--- config.mk ---
export PLATFORM = sky130hd
export DESIGN_NAME = conv_row_sched_flat
export DESIGN_NICKNAME = d
export VERILOG_FILES = /design/src/rtl/conv_sched_pkg.sv /design/src/rtl/conv_row_sched_if.sv /design/src/rtl/krow_counter.sv /design/src/rtl/conv_row_sched.sv /design/src/flat_wrapper.sv
export SDC_FILE = /design/constraint.sdc
export NUM_CORES = 1
export LEC_CHECK = 0
export BUFFER_PORTS_ARGS = -buffer_cell sky130_fd_sc_hd__buf_2
export CORE_ASPECT_RATIO = 0.5
export CORE_MARGIN = 8
export CORE_UTILIZATION = 27
export DETAILED_ROUTE_END_ITERATION = 10
export PLACE_DENSITY = 0.56
export SLEW_MARGIN = 20
export SYNTH_ARGS = -nofsm -noshare
export SYNTH_HDL_FRONTEND = slang
export SYNTH_HIERARCHICAL = 1
export SYNTH_SLANG_ARGS = --single-unit
--- constraint.sdc ---
create_clock -name clk -period 2.8 [get_ports clk]
set_input_delay 0.56 -clock clk [delete_from_list [all_inputs] [get_ports clk]]
set_output_delay 0.56 -clock clk [all_outputs]
set_load 0.02 [all_outputs]
--- src/rtl/conv_sched_pkg.sv ---
// Shared definitions for the convolution row scheduler and the sram
// controllers that decode its state outputs.
package conv_sched_pkg;

  localparam int MAST_W = 3;
  localparam int SLAV_W = 2;

  // FSLD keeps code 7 so existing sram controllers decode it unchanged.
  typedef enum logic [MAST_W-1:0] {
    M_IDLE  = 3'd0,
    M_LEFT  = 3'd1,
    M_BASE  = 3'd2,
    M_RIGHT = 3'd3,
    M_DONE  = 3'd4,
    M_FSLD  = 3'd7
  } mast_state_t;

  typedef enum logic [SLAV_W-1:0] {
    S_IDLE = 2'd0,
    S_RUN  = 2'd1
  } slav_state_t;

  typedef enum logic [1:0] {
    TILE_NONE  = 2'd0,
    TILE_LEFT  = 2'd1,
    TILE_BASE  = 2'd2,
    TILE_RIGHT = 2'd3
  } tile_kind_t;

  // Which tile (if any) a master state is working on.
  function automatic tile_kind_t tile_kind_of(mast_state_t s);
    case (s)
      M_LEFT:  return TILE_LEFT;
      M_BASE:  return TILE_BASE;
      M_RIGHT: return TILE_RIGHT;
      default: return TILE_NONE;
    endcase
  endfunction

endpackage

--- src/rtl/conv_row_sched_if.sv ---
// Control/status bundle between the row engine sequencer and the scheduler.
//
// Handshake semantics: there is no valid/ready pair. start is a single-cycle
// request honoured only while the scheduler is idle; fsld_end and krow_done are
// single-cycle completion strobes qualified by the scheduler state (ignored when
// the scheduler is not waiting for them); abort is a level that wins over all
// other inputs on the cycle it is sampled.
interface conv_row_sched_if #(
  parameter int TILE_W = 8,
  parameter int ROW_W  = 9,
  parameter int KR_W   = 2
);
  logic              start;
  logic              abort;
  logic [TILE_W-1:0] cfg_num_base;
  logic [ROW_W-1:0]  cfg_num_rows;
  logic              fsld_end;
  logic              krow_done;

  logic [2:0]        mast_state;
  logic [1:0]        slav_state;
  logic [KR_W-1:0]   krow_idx;
  logic [TILE_W-1:0] tile_idx;
  logic [ROW_W-1:0]  row_idx;
  logic              tile_done;
  logic              busy;
  logic              done;

  // Sequencer side: issues commands, observes progress.
  modport master (
    output start, abort, cfg_num_base, cfg_num_rows, fsld_end, krow_done,
    input  mast_state, slav_state, krow_idx, tile_idx, row_idx,
           tile_done, busy, done
  );

  // Scheduler side.
  modport slave (
    input  start, abort, cfg_num_base, cfg_num_rows, fsld_end, krow_done,
    output mast_state, slav_state, krow_idx, tile_idx, row_idx,
           tile_done, busy, done
  );
endinterface

--- src/rtl/krow_counter.sv ---
// Kernel-row counter: counts 0..KROWS-1, wraps to 0 after the last row.
// clear has priority over inc.
module krow_counter #(
  parameter int KROWS = 3,
  parameter int KR_W  = $clog2(KROWS)
) (
  input  logic            clk,
  input  logic            reset,
  input  logic            clear,
  input  logic            inc,
  output logic [KR_W-1:0] idx,
  output logic            last
);

  logic [KR_W-1:0] idx_q;

  assign idx  = idx_q;
  assign last = (idx_q == KR_W'(KROWS - 1));

  // Count kernel rows, wrapping after the bottom row.
  always_ff @(posedge clk) begin
    if (reset || clear) begin
      idx_q <= '0;
    end else if (inc) begin
      idx_q <= last ? '0 : idx_q + KR_W'(1);
    end
  end

endmodule

--- src/rtl/conv_row_sched.sv ---
// Convolution row scheduler: first load, then per output row a LEFT tile,
// cfg_num_base BASE tiles and a RIGHT tile, each of KROWS kernel rows.
module conv_row_sched
  import conv_sched_pkg::*;
#(
  parameter int KROWS  = 3,
  parameter int TILE_W = 8,
  parameter int ROW_W  = 9,
  parameter int KR_W   = $clog2(KROWS)
) (
  input logic              clk,
  input logic              reset,
  conv_row_sched_if.slave  bus
);

  mast_state_t       mast_q, mast_d;
  slav_state_t       slav_q, slav_d;
  logic [TILE_W-1:0] tile_q, tile_d;
  logic [ROW_W-1:0]  row_q, row_d;
  logic [TILE_W-1:0] base_q, base_d;
  logic [ROW_W-1:0]  rows_q, rows_d;
  logic              tile_done_q, tile_done_d;

  logic [KR_W-1:0]   krow_idx;
  logic              krow_last;
  logic              krow_inc;
  logic              krow_clear;
  logic              tile_end;

  // krow_done only counts while a tile is running.
  assign krow_inc   = (slav_q == S_RUN) && bus.krow_done;
  assign tile_end   = krow_inc && krow_last;
  // Entering LEFT from the first load starts the kernel rows afresh.
  assign krow_clear = bus.abort || ((mast_q == M_FSLD) && bus.fsld_end);

  krow_counter #(
    .KROWS (KROWS),
    .KR_W  (KR_W)
  ) u_krow (
    .clk   (clk),
    .reset (reset),
    .clear (krow_clear),
    .inc   (krow_inc),
    .idx   (krow_idx),
    .last  (krow_last)
  );

  // Master next state, tile/row counters and config latch.
  always_comb begin
    mast_d = mast_q;
    tile_d = tile_q;
    row_d  = row_q;
    base_d = base_q;
    rows_d = rows_q;
    if (bus.abort) begin
      mast_d = M_IDLE;
      tile_d = '0;
      row_d  = '0;
    end else begin
      case (mast_q)
        M_IDLE: begin
          if (bus.start) begin
            base_d = bus.cfg_num_base;
            rows_d = bus.cfg_num_rows;
            tile_d = '0;
            row_d  = '0;
            mast_d = (bus.cfg_num_rows != '0) ? M_FSLD : M_DONE;
          end
        end
        M_FSLD: begin
          if (bus.fsld_end) mast_d = M_LEFT;
        end
        M_LEFT: begin
          if (tile_end) mast_d = (base_q != '0) ? M_BASE : M_RIGHT;
        end
        M_BASE: begin
          if (tile_end) begin
            if (tile_q != base_q - TILE_W'(1)) begin
              tile_d = tile_q + TILE_W'(1);
            end else begin
              tile_d = '0;
              mast_d = M_RIGHT;
            end
          end
        end
        M_RIGHT: begin
          if (tile_end) begin
            if (row_q != rows_q - ROW_W'(1)) begin
              row_d  = row_q + ROW_W'(1);
              tile_d = '0;
              mast_d = M_LEFT;
            end else begin
              mast_d = M_DONE;
            end
          end
        end
        M_DONE: begin
          mast_d = M_IDLE;
          tile_d = '0;
          row_d  = '0;
        end
        default: begin
          mast_d = M_IDLE;
          tile_d = '0;
          row_d  = '0;
        end
      endcase
    end
  end

  // Slave follows the master: running whenever a tile is being processed.
  always_comb begin
    slav_d      = (tile_kind_of(mast_d) != TILE_NONE) ? S_RUN : S_IDLE;
    tile_done_d = tile_end && !bus.abort;
  end

  // State and counter registers.
  always_ff @(posedge clk) begin
    if (reset) begin
      mast_q      <= M_IDLE;
      slav_q      <= S_IDLE;
      tile_q      <= '0;
      row_q       <= '0;
      base_q      <= '0;
      rows_q      <= '0;
      tile_done_q <= 1'b0;
    end else begin
      mast_q      <= mast_d;
      slav_q      <= slav_d;
      tile_q      <= tile_d;
      row_q       <= row_d;
      base_q      <= base_d;
      rows_q      <= rows_d;
      tile_done_q <= tile_done_d;
    end
  end

  assign bus.mast_state = mast_q;
  assign bus.slav_state = slav_q;
  assign bus.krow_idx   = krow_idx;
  assign bus.tile_idx   = tile_q;
  assign bus.row_idx    = row_q;
  assign bus.tile_done  = tile_done_q;
  assign bus.busy       = (mast_q != M_IDLE);
  assign bus.done       = (mast_q == M_DONE);

endmodule
--- src/flat_wrapper.sv ---
// flat-port wrapper written by rule: the top's interface ports become plain ports
module conv_row_sched_flat import conv_sched_pkg::*;
#(
  parameter int KROWS  = 3,
  parameter int TILE_W = 8,
  parameter int ROW_W  = 9,
  parameter int KR_W   = $clog2(KROWS)
)
  (clk, reset, bus_start, bus_abort, bus_cfg_num_base, bus_cfg_num_rows, bus_fsld_end, bus_krow_done, bus_mast_state, bus_slav_state, bus_krow_idx, bus_tile_idx, bus_row_idx, bus_tile_done, bus_busy, bus_done);
  conv_row_sched_if #(.TILE_W(TILE_W), .ROW_W(ROW_W), .KR_W(KR_W)) bus_i ();
  input logic clk;
  input logic reset;
  input wire logic [$bits(bus_i.start)-1:0] bus_start;
  input wire logic [$bits(bus_i.abort)-1:0] bus_abort;
  input wire logic [$bits(bus_i.cfg_num_base)-1:0] bus_cfg_num_base;
  input wire logic [$bits(bus_i.cfg_num_rows)-1:0] bus_cfg_num_rows;
  input wire logic [$bits(bus_i.fsld_end)-1:0] bus_fsld_end;
  input wire logic [$bits(bus_i.krow_done)-1:0] bus_krow_done;
  output wire logic [$bits(bus_i.mast_state)-1:0] bus_mast_state;
  output wire logic [$bits(bus_i.slav_state)-1:0] bus_slav_state;
  output wire logic [$bits(bus_i.krow_idx)-1:0] bus_krow_idx;
  output wire logic [$bits(bus_i.tile_idx)-1:0] bus_tile_idx;
  output wire logic [$bits(bus_i.row_idx)-1:0] bus_row_idx;
  output wire logic [$bits(bus_i.tile_done)-1:0] bus_tile_done;
  output wire logic [$bits(bus_i.busy)-1:0] bus_busy;
  output wire logic [$bits(bus_i.done)-1:0] bus_done;
  assign bus_i.start = bus_start;
  assign bus_i.abort = bus_abort;
  assign bus_i.cfg_num_base = bus_cfg_num_base;
  assign bus_i.cfg_num_rows = bus_cfg_num_rows;
  assign bus_i.fsld_end = bus_fsld_end;
  assign bus_i.krow_done = bus_krow_done;
  assign bus_mast_state = bus_i.mast_state;
  assign bus_slav_state = bus_i.slav_state;
  assign bus_krow_idx = bus_i.krow_idx;
  assign bus_tile_idx = bus_i.tile_idx;
  assign bus_row_idx = bus_i.row_idx;
  assign bus_tile_done = bus_i.tile_done;
  assign bus_busy = bus_i.busy;
  assign bus_done = bus_i.done;
  conv_row_sched #(.KROWS(KROWS), .TILE_W(TILE_W), .ROW_W(ROW_W), .KR_W(KR_W)) u_core (.clk(clk), .reset(reset), .bus(bus_i));
endmodule
Yosys cells after proc, flatten, opt, wreduce, memory -nomap -nowiden

Index checks and enable logic that the tools add are counted.

Bits in registers: 42
Input bits: 23
Output and inout port bits: 27
Word-level logic and storage cells: 74

$add $sub $neg: 5
Eq/ne operators: 16
Muxes and demuxes: 24
Bitwise logic cells: 3
Reductions and logical operators: 18

Operator list:

| operator              | number |
|---|---|
| $mux W8               | 5 |
| $pmux W8 S4           | 1 |
| $mux W9               | 3 |
| $pmux W9 S3           | 1 |
| $mux W3               | 8 |
| $pmux W3 S5           | 1 |
| $eq A3 B2 Y1 const B  | 4 |
| $add A9 B1 Y9 const B | 1 |
| $ne A9 B9 Y1          | 1 |
| $reduce_bool A9 Y1    | 1 |
| $sub A9 B1 Y9 const B | 1 |
| $add A8 B1 Y8 const B | 1 |
| $ne A8 B8 Y1          | 1 |
| $reduce_bool A8 Y1    | 1 |
| $sub A8 B1 Y8 const B | 1 |
| $eq A3 B1 Y1 const B  | 2 |
| $eq A3 B3 Y1 const B  | 2 |
| $ne A2 B1 Y1 const B  | 3 |
| $pmux W2 S3           | 1 |
| $reduce_and A5 Y1     | 1 |
| $logic_and A1 B1 Y1   | 4 |
| $mux W2               | 2 |
| $reduce_and A4 Y1     | 1 |
| $reduce_or A2 Y1      | 2 |
| 13 further kinds      | 17 |

Longest topological paths before layout

Gate-level depths: netlist (run 1).

Depth after elaboration: 10
Mapped depth: 11
Gate-level depth less buffers: 9

Modules after synthesis

The synthesis (run 1) kept the hierarchy.

Modules (own cells, without submodules):

| module         | instances | cells an instance | area each (µm²) |
|---|---|---|---|
| conv_row_sched | 1         | 310               | 2361.0 |
| krow_counter   | 1         | 9                 | 95.1 |

Worst setup path after synthesis (run 1)

Ideal clock, no wire load.

Kind: reg-to-reg
From: register u_core.rows_q[0]
To: register u_core.slav_q[0] (netlist: u_core/bus.slav_state[0])
Setup time: 134 ps
Data arrival time: 2642 ps
Slack: 24 ps
Stages on the path, launching flop included: 10
Period minus slack after synthesis: 2776 ps
Path through: dfxtp_1 inv_1 ha_1 o21ba_2 a221oi_1 a31oi_1 or4_4 or4_1 a311oi_1 a211oi_1

Cells in the longest elaborated chain, start to end: 10
Elaborated cells between the ends (all ways): 12
Those cells by class: 1 x add/sub; 4 x eq/ne; 6 x mux; 1 x reduce/logical

RTL lines:

| element                                             | line                  | text |
|---|---|---|
| start, declared                                     | conv_row_sched.sv:21  | `logic [ROW_W-1:0] rows_q, rows_d;` |
| start signal, assigned                              | conv_row_sched.sv:133 | `rows_q <= rows_d;` |
| $sub A9 B1 Y9 *                                     | conv_row_sched.sv:88  | `if (row_q != rows_q - ROW_W'(1)) begin` |
| $ne A9 B9 Y1 *                                      | conv_row_sched.sv:88  |  |
| $mux W3 *                                           | conv_row_sched.sv:88  |  |
| $mux W3 *                                           | conv_row_sched.sv:87  | `if (tile_end) begin` |
| $pmux W3 S5 *                                       | conv_row_sched.sv:60  | `case (mast_q)` |
| $mux W3 *                                           | conv_row_sched.sv:55  | `if (bus.abort) begin` |
| $eq A3 B2 Y1 / $eq A3 B1 Y1 (equally long branches) | conv_sched_pkg.sv:32  | `case (s)` |
| $pmux W2 S3 *                                       | conv_sched_pkg.sv:32  |  |
| $reduce_bool A2 Y1 *                                | conv_row_sched.sv:113 | `slav_d = (tile_kind_of(mast_d) != TILE_NONE) ? S_RUN : S_IDLE;` |
| $mux W1 *                                           | conv_row_sched.sv:113 |  |
| end signal, assigned                                | conv_row_sched.sv:129 | `slav_q <= slav_d;` |
| end, declared                                       | conv_row_sched.sv:17  | `slav_state_t slav_q, slav_d;` |

Mark *: on every way between the ends. The rest lies on a longest branch, timed or not.
A chain may end at the register's enable or synchronous reset.

Final worst setup path (run 1)

From: register u_core.rows_q[0]
To: register u_core.row_q[5] (netlist: u_core/bus.row_idx[5])

Cells in the longest elaborated chain, start to end: 4

RTL lines:

| element                            | line                  | text |
|---|---|---|
| $sub A9 B1 Y9                      | conv_row_sched.sv:88  |  |
| $ne A9 B9 Y1                       | conv_row_sched.sv:88  |  |
| $ne A2 B1 Y1 (no source line)      | --                    |  |
| $reduce_and A4 Y1 (no source line) | --                    |  |
| end signal, assigned               | conv_row_sched.sv:131 | `row_q <= row_d;` |
| end, declared                      | conv_row_sched.sv:19  | `logic [ROW_W-1:0] row_q, row_d;` |

No other way between the ends.

==> results of run 1 <==
-- state kept, by name (all words and copies together) (netlist names) --
register               cells
u_core/bus.row_idx         9
u_core/u_krow/idx          2
u_core/bus.mast_state      3
u_core/rows_q              9
u_core/base_q              8
u_core/bus.slav_state      1
u_core/bus.tile_done       1
u_core/bus.tile_idx        8
-- final cells by class --
cell class	count	area [sq um]	area share [%]
Clock buffer	7	153	4.85
Clock inverter	1	5.00	0.159
Inverter	14	52.6	1.67
Multi-Input combinational cell	248	1570	49.9
Sequential cell	41	825	26.2
Tap cell	117	146	4.65
Timing Repair Buffer	67	395	12.6
-- cells by family after synthesis --
family,synth area share (%)
DFF,33.4
AOI/OAI and AO/OA,22.7
xor gates and xnor gates,7.49
adders and majority gates,2.04
buffers and inverters,5.04
muxes,1.22
and+or+nand+nor,27.9
other,0.153
-- cell usage after synthesis, drive strengths merged, types with 5 or more instances --
cell type,count,area [sq um]
or4,9,75.1
a211oi,10,80.1
inv,14,52.6
nand3,10,50.1
nand2b,7,43.8
nor3,9,45.0
clkbuf,13,48.8
dfxtp,41,821
or2,6,37.5
o31ai,8,65.1
o22ai,6,37.5
or3,7,43.8
a21oi,38,201
nor2,13,48.8
xnor2,11,96.3
o21ai,5,25.0
nand2,57,214
xor2,10,87.6
-- worst paths after layout --
| check | endpoint | depth (start not counted) | slack [ns] |
|---|---|---|---|
| max reg2reg | u_core/bus.row_idx[5] | 8 | 0.06 |
| max | u_core/bus.row_idx[5] | 8 | 0.06 |
| min | u_core/rows_q[8] | 2 | 0.47 |
| min reg2reg | u_core/rows_q[8] | 2 | 0.47 |
-- metal layers --
layer | up-vias | track usage [%]
met2 | 47 | 16.4
met4 | 0 | 3.75
met1 | 1147 | 13.3
met5 | - | 0
li1 | 1255 | -
met3 | 7 | 2.87
-- layout by cell type, fill, tap and decap left out, types with 3 or more instances in the layout --
master / instances
sky130_fd_sc_hd__dfxtp_2: 3
sky130_fd_sc_hd__or2_2: 6
sky130_fd_sc_hd__o22ai_1: 6
sky130_fd_sc_hd__buf_4: 18
sky130_fd_sc_hd__a211oi_1: 9
sky130_fd_sc_hd__buf_2: 48
sky130_fd_sc_hd__dfxtp_1: 38
sky130_fd_sc_hd__a31oi_1: 4
sky130_fd_sc_hd__a21oi_1: 36
sky130_fd_sc_hd__xnor2_1: 11
sky130_fd_sc_hd__clkbuf_16: 5
sky130_fd_sc_hd__inv_1: 14
sky130_fd_sc_hd__nor3_1: 9
sky130_fd_sc_hd__nor2_1: 13
sky130_fd_sc_hd__mux2i_1: 3
sky130_fd_sc_hd__or3_1: 7
sky130_fd_sc_hd__xor2_1: 10
sky130_fd_sc_hd__nor4_1: 3
sky130_fd_sc_hd__nand3_1: 10
sky130_fd_sc_hd__o31ai_1: 7
sky130_fd_sc_hd__or4_4: 4
sky130_fd_sc_hd__ha_1: 3
sky130_fd_sc_hd__or4_1: 5
sky130_fd_sc_hd__nand2b_1: 7
sky130_fd_sc_hd__nand2_1: 57
sky130_fd_sc_hd__o21ai_0: 5
-- report_power, final --
| part | internal, mW | leakage [nW] | switching, mW | total (mW) |
|---|---|---|---|---|
| combinational | 0.112 | 0.788 | 0.139 | 0.252 |
| sequential | 0.600 | 0.334 | 0.0238 | 0.624 |
| clock | 0.377 | 0.0799 | 0.228 | 0.605 |
-- timing repair --
action                                  in CTS  in global routing
gates cloned                                 0                  1
gates resized for setup                      1                 10
pin swaps                                    1                  8
setup buffers                                0                  5
endpoints found under the setup margin       1                 19
hold buffers                                 0                  0
-- metrics by stage --
| stage | TNS, ns | hold slack, ns |
|---|---|---|
| after global placement | 0 | 0.459 |
| final | 0 | 0.470 |
| after detailed placement | -0.0233 | 0.465 |
| after CTS | 0 | 0.474 |
| after global routing | -0.0489 | 0.503 |
| after floorplan | 0 | 0.448 |
-- worst register-to-register path, delay by kind of cell (launching register included) --
family	cells	cell delay (ns)
buffers and inverters	1	0.15
flip-flops	1	0.33
AO/OA/AOI/OAI	5	1.11
AND/OR/NAND/NOR	2	1.09
==> Implementation_results.wiki, run 1 <==
{| class="wikitable"
! Metric !! Value
|-
| Status || finished, final reports clean
|-
| Clock buffer count from CTS || 5
|-
| Fraction of synthesis flops using an asynchronous set or reset pin || 0%
|-
| Uppermost signal routing layer after detailed routing || met4
|-
| Gate count after technology mapping || 319
|-
| Critical path capture point type || flop
|-
| Max Buffers Root-to-Sink || 2
|-
| Initial DRC Count || 127
|-
| Placed Cells || 481
|-
| Core outline area || 8770 sq um
|-
| Critical path data required time || 3.01 ns
|-
| Routability Congestion || 0.776
|-
| Count of flip-flops with a built-in enable after synthesis || 0
|-
| Antenna-violating nets left || 0
|-
| Clock insertion delay at the later pin of the skew report || 0.28 ns
|-
| Portion of the clock cycle consumed by the worst path in the final layout || 97.8%
|-
| # IOs || 50
|-
| Final instance area || 3150 sq um
|-
| End-of-flow core utilization || 35.9%
|-
| Class of the tightest hold or removal check || flop to flop
|-
| Vias in the first global route || 2215
|-
| Post-synthesis sequential area ratio || 33.4%
|-
| Average vias per placed instance || 4.96
|-
| Total detailed-routing wirelength || 7050 um
|-
| Maximum level of the CTS H-tree || 2
|-
| Iteration count of the initial detailed-routing pass || 7
|-
| Post-DP HPWL || 5130 um
|-
| Critical path fanouts, max || 5
|-
| Pre-CTS worst setup slack || -0.0233 ns
|-
| Post-synthesis register bit count || 41
|-
| Clock tree from TritonCTS || done
|-
| Horizontal extent of the die || 151 um
|-
| Number of buffers and inverters on the critical path || 1
|-
| Family with the most delay on the worst path || simple AND/OR/NAND/NOR gates
|-
| Ratio of cells with drive above 1 in the final layout || 26.2%
|-
| Total routed wire length on the met1 layer || 3410 um
|-
| Global-route wire length before repair || 10800 um
|-
| Static leakage || 1.20 nW
|-
| FMAX || 365 MHz
|-
| Total cell area at the placement stage || 2880 sq um
|-
| Worst supply voltage drop on vdd || 203 uV
|-
| Total chip power || 1.48 mW
|-
| Mapped Avg Cell Area || 7.70 sq um
|-
| Residual DRC || 0
|-
| Final setup margin || 0.0612 ns
|-
| Critical path class || flop to flop
|-
| Number of buffers added on ports || 48
|-
| Effective utilization at floorplan || 28.0%
|-
| Worst clock skew || 0.00499 ns
|-
| Top FF cell, synth || sky130_fd_sc_hd__dfxtp_1
|-
| Root buf cell || sky130_fd_sc_hd__clkbuf_16
|-
| Overall global routing resource usage || 10.4%
|-
| Number of fill cells || 942
|-
| Unrepaired setup endpoints after global routing || yes
|-
| Number of setup violations in the final report || 0
|-
| Worst-case headroom to the max-slew limit || 59.8%
|-
| Startpoint of the worst register-to-register path || u_core/rows_q[0]
|-
| Detail Route met2 WL || 3290 um
|-
| Wire per inst || 14.2 um
|-
| Final count of hold timing violations || 0
|-
| Net count of the finished layout || 404
|-
| Core Rows || 24
|-
| Hold wc startpoint || u_core/rows_q[8]
|-
| Total Die Area || 12600 sq um
|-
| Pwr Density || 470 nW/um^2
|-
| Height of the die || 83.4 um
|-
| Critical path startpoint || u_core/rows_q[0]
|-
| Remaining global-route overflow || 0
|-
| Worst-path cell with the longest stage delay || sky130_fd_sc_hd__or4_4
|-
| Combined area of all synthesized cells || 2460 sq um
|-
| Cell variety after synth || 51
|-
| Met3 WL || 262 um
|-
| Pins Over Slew Limit || 0
|-
| Largest net degree at the start of global routing || 22
|-
| Max-cap violation count || 0
|-
| Count of synthesis-stage warnings from yosys || 6
|-
| Sink count of the clock tree || 41
|-
| Data arrival time of the critical path || 2.95 ns
|-
| Via Count || 2456
|-
| Mapped Nets || 346
|-
| Diode insertion count for antenna repair || 0
|-
| Startpoint type of the worst setup path || flop
|-
| Worst Max-Slew Pin Slew || 0.600 ns
|-
| Worst-path clk slew || 0.06 ns
|-
| Area grow syn2layout || 28.2%
|-
| Initial antenna violation count || 0
|-
| Series of cell instances along the critical path || or4_4 -> o2111a_1 -> a311o_1 -> a21oi_4 -> buf_12 -> o2111ai_4 -> or4_1 -> a21oi_1
|-
| Slowest cell delay on critical path || 0.55 ns
|-
| Final Non-Filler Cells || 495
|-
| Crit path time final || 2.74 ns
|}
Power figures use the tool's default switching activity.
==> run 2: changes to the inputs <==
--- a/config.mk
+++ b/config.mk
@@ -9,3 +9,3 @@
 export CORE_ASPECT_RATIO = 0.5
-export CORE_MARGIN = 8
+export CORE_MARGIN = 3
 export CORE_UTILIZATION = 27
==> constraint.sdc (replaced) <==
create_clock -name clk -period 2.8 [get_ports clk]
set_input_delay 0.28 -clock clk [delete_from_list [all_inputs] [get_ports clk]]
set_output_delay 0.28 -clock clk [all_outputs]
set_load 0.02 [all_outputs]
==> run 2 against run 1 <==
  * Clock power shrank 8.3%
  * First-iteration DRC count grew 7.9%
  * Total power shrank 3.8%
  * Critical path type unchanged
  * Critical path depth grew 1
  * Register-to-register slack gained 0.04 ns
  * Utilization grew 1.0 points
  * Fmax grew 1.4%
  * Critical endpoint is now u_core/bus.slav_state[0]
==> Implementation_results.wiki, run 2 (same netlist as run 1, synthesis figures left out) <==
{| class="wikitable"
! Metric !! Value
|-
| Status || finished, final reports clean
|-
| Critical path fanouts, max || 4
|-
| Total cell area at the placement stage || 2900 sq um
|-
| Via Count || 2393
|-
| Antenna-violating nets left || 0
|-
| Worst clock skew || 0.00525 ns
|-
| FMAX || 370 MHz
|-
| Maximum level of the CTS H-tree || 2
|-
| Core Rows || 23
|-
| Final Non-Filler Cells || 488
|-
| Critical path startpoint || u_core/rows_q[0]
|-
| Worst-path cell with the longest stage delay || sky130_fd_sc_hd__or4_4
|-
| Class of the tightest hold or removal check || input port to flop
|-
| Remaining global-route overflow || 0
|-
| Static leakage || 1.19 nW
|-
| Area grow syn2layout || 26.3%
|-
| Most common cell after layout, fill and taps aside || sky130_fd_sc_hd__nand2_1
|-
| Final instance area || 3100 sq um
|-
| Post-DP HPWL || 4930 um
|-
| Height of the die || 73.4 um
|-
| Largest net degree at the start of global routing || 22
|-
| Total chip power || 1.42 mW
|-
| Critical path data required time || 2.96 ns
|-
| Hold wc startpoint || bus_cfg_num_base[4]
|-
| Startpoint type of the worst setup path || flop
|-
| Number of cell instances on the worst register-to-register path || 9
|-
| Vias in the first global route || 2178
|-
| Overall global routing resource usage || 12.9%
|-
| Cell type with the highest occurrence count on the critical path || sky130_fd_sc_hd__or4_4
|-
| Number of buffers added on ports || 48
|-
| Worst supply voltage drop on vdd || 257 uV
|-
| Portion of the clock cycle consumed by the worst path in the final layout || 96.5%
|-
| Endpoint of the worst-slack reg-to-reg timing path || u_core/bus.slav_state[0]
|-
| Core outline area || 8400 sq um
|-
| Series of cell instances along the critical path || inv_1 -> ha_4 -> o21ba_2 -> a221oi_2 -> a31oi_1 -> or4_4 -> or4_4 -> a311oi_4 -> a211oi_2
|-
| Placed Cells || 480
|-
| Slowest cell delay on critical path || 0.55 ns
|-
| Residual DRC || 0
|-
| Routability Congestion || 0.820
|-
| Clock tree from TritonCTS || done
|-
| Quantity of hold-fixing buffers added after cts || 0
|-
| Data arrival time of the critical path || 2.86 ns
|-
| Pwr Density || 459 nW/um^2
|-
| Pins Over Slew Limit || 0
|-
| Average vias per placed instance || 4.90
|-
| Worst-case headroom to the max-slew limit || 61.0%
|-
| Horizontal extent of the die || 141 um
|-
| Max-cap violation count || 0
|-
| Total Die Area || 10300 sq um
|-
| Worst-path clk slew || 0.06 ns
|-
| Worst setup slack for register-to-register paths || 0.1 ns
|-
| Number of setup violations in the final report || 0
|-
| Final count of hold timing violations || 0
|-
| Most used cells in the layout excluding fill and tap cells || sky130_fd_sc_hd__nand2_1, sky130_fd_sc_hd__buf_2, sky130_fd_sc_hd__dfxtp_1, sky130_fd_sc_hd__a21oi_1, sky130_fd_sc_hd__buf_4
|-
| # IOs || 50
|-
| Clock insertion delay at the later pin of the skew report || 0.29 ns
|-
| Ratio of cells with drive above 1 in the final layout || 25.8%
|-
| Wire per inst || 13.3 um
|-
| Global-route wire length before repair || 10700 um
|-
| Worst Max-Slew Pin Slew || 0.579 ns
|-
| Worst Setup EP || u_core/bus.slav_state[0]
|-
| Initial DRC Count || 137
|-
| Total detailed-routing wirelength || 6500 um
|-
| Crit path time final || 2.70 ns
|-
| Net count of the finished layout || 402
|-
| Critical path class || flop to flop
|-
| Startpoint of the worst register-to-register path || u_core/rows_q[0]
|-
| Sink count of the clock tree || 41
|-
| Clock buffer count from CTS || 5
|-
| Root buf cell || sky130_fd_sc_hd__clkbuf_16
|-
| Max Buffers Root-to-Sink || 2
|-
| Diode insertion count for antenna repair || 0
|-
| Initial antenna violation count || 0
|-
| Effective utilization at floorplan || 29.2%
|-
| Critical path capture point type || flop
|-
| Iteration count of the initial detailed-routing pass || 4
|}
run 2: cell types whose count changed in the layout (fill, tap and decap cells not counted), sizes merged:
cell / previous run / this run
o2111ai: 2 / 1
clkinv: 1 / 2
buf: 67 / 66
clkbuf: 7 / 6
run 2: routing by layer:
| metal | track usage, % | wire length (um) | vias to the layer above |
|---|---|---|---|
| li1 | - | - | 1257 |
| met1 | 17.7 | 3270 | 1087 |
| met2 | 19.8 | 2890 | 45 |
| met3 | 3.45 | 300 | 4 |
| met4 | 4.62 | 34 | 0 |
| met5 | 0 | 0 | - |
run 2: area by class of cell:
class                           instances  area (sq um)
Fill cell                             882          5300
Inverter                               14          52.6
Clock buffer                            6           129
Timing Repair Buffer                   66           375
Sequential cell                        41           823
Multi-Input combinational cell        247          1570
Tap cell                              112           140
Clock inverter                          2          10.0
run 2: report_power, final:
part           internal, mW  switching, mW
logic                 0.112          0.135
registers             0.600         0.0222
clock network         0.327          0.228
run 2: repair_timing:
action                                  4_1_cts  5_1_grt
resized for setup                             1       12
endpoints found under the setup margin        2       16
pin swaps                                     1        5
cloned                                        0        0
buffers inserted                              0        0
run 2: worst max-delay path: cells and delay by family, from the launching register on:
kind	cells	cell delay, ns
and+or+nand+nor	2	1.05
DFF	1	0.34
adders and majority gates	1	0.18
AOI/OAI and AO/OA	5	0.95
buffers and inverters	1	0.07
run 2: metrics by stage:
step | setup TNS, ns | utilization, % | worst slack, ns | hold slack, ns
floorplan | 0 | - | 0.0240 | 0.345
CTS | 0 | 36.2 | 0.00738 | 0.221
global placement | 0 | 34.5 | 0.0234 | 0.472
global route | -0.00284 | 36.9 | -0.00284 | 0.228
detailed placement | -0.0567 | 34.5 | -0.0467 | 0.474
finish | 0 | 36.9 | 0.0987 | 0.229
run 2: how the worst min path moves through the flow:
stage                                end  slack (ns)  cells past startpoint
finish                  u_core/base_q[4]        0.23                      3
CTS                     u_core/base_q[3]        0.22                      3
global placement        u_core/rows_q[8]        0.47                      2
global route            u_core/base_q[3]        0.23                      3
detailed placement      u_core/rows_q[8]        0.47                      2
floorplan           u_core/u_krow/idx[0]        0.34                      1
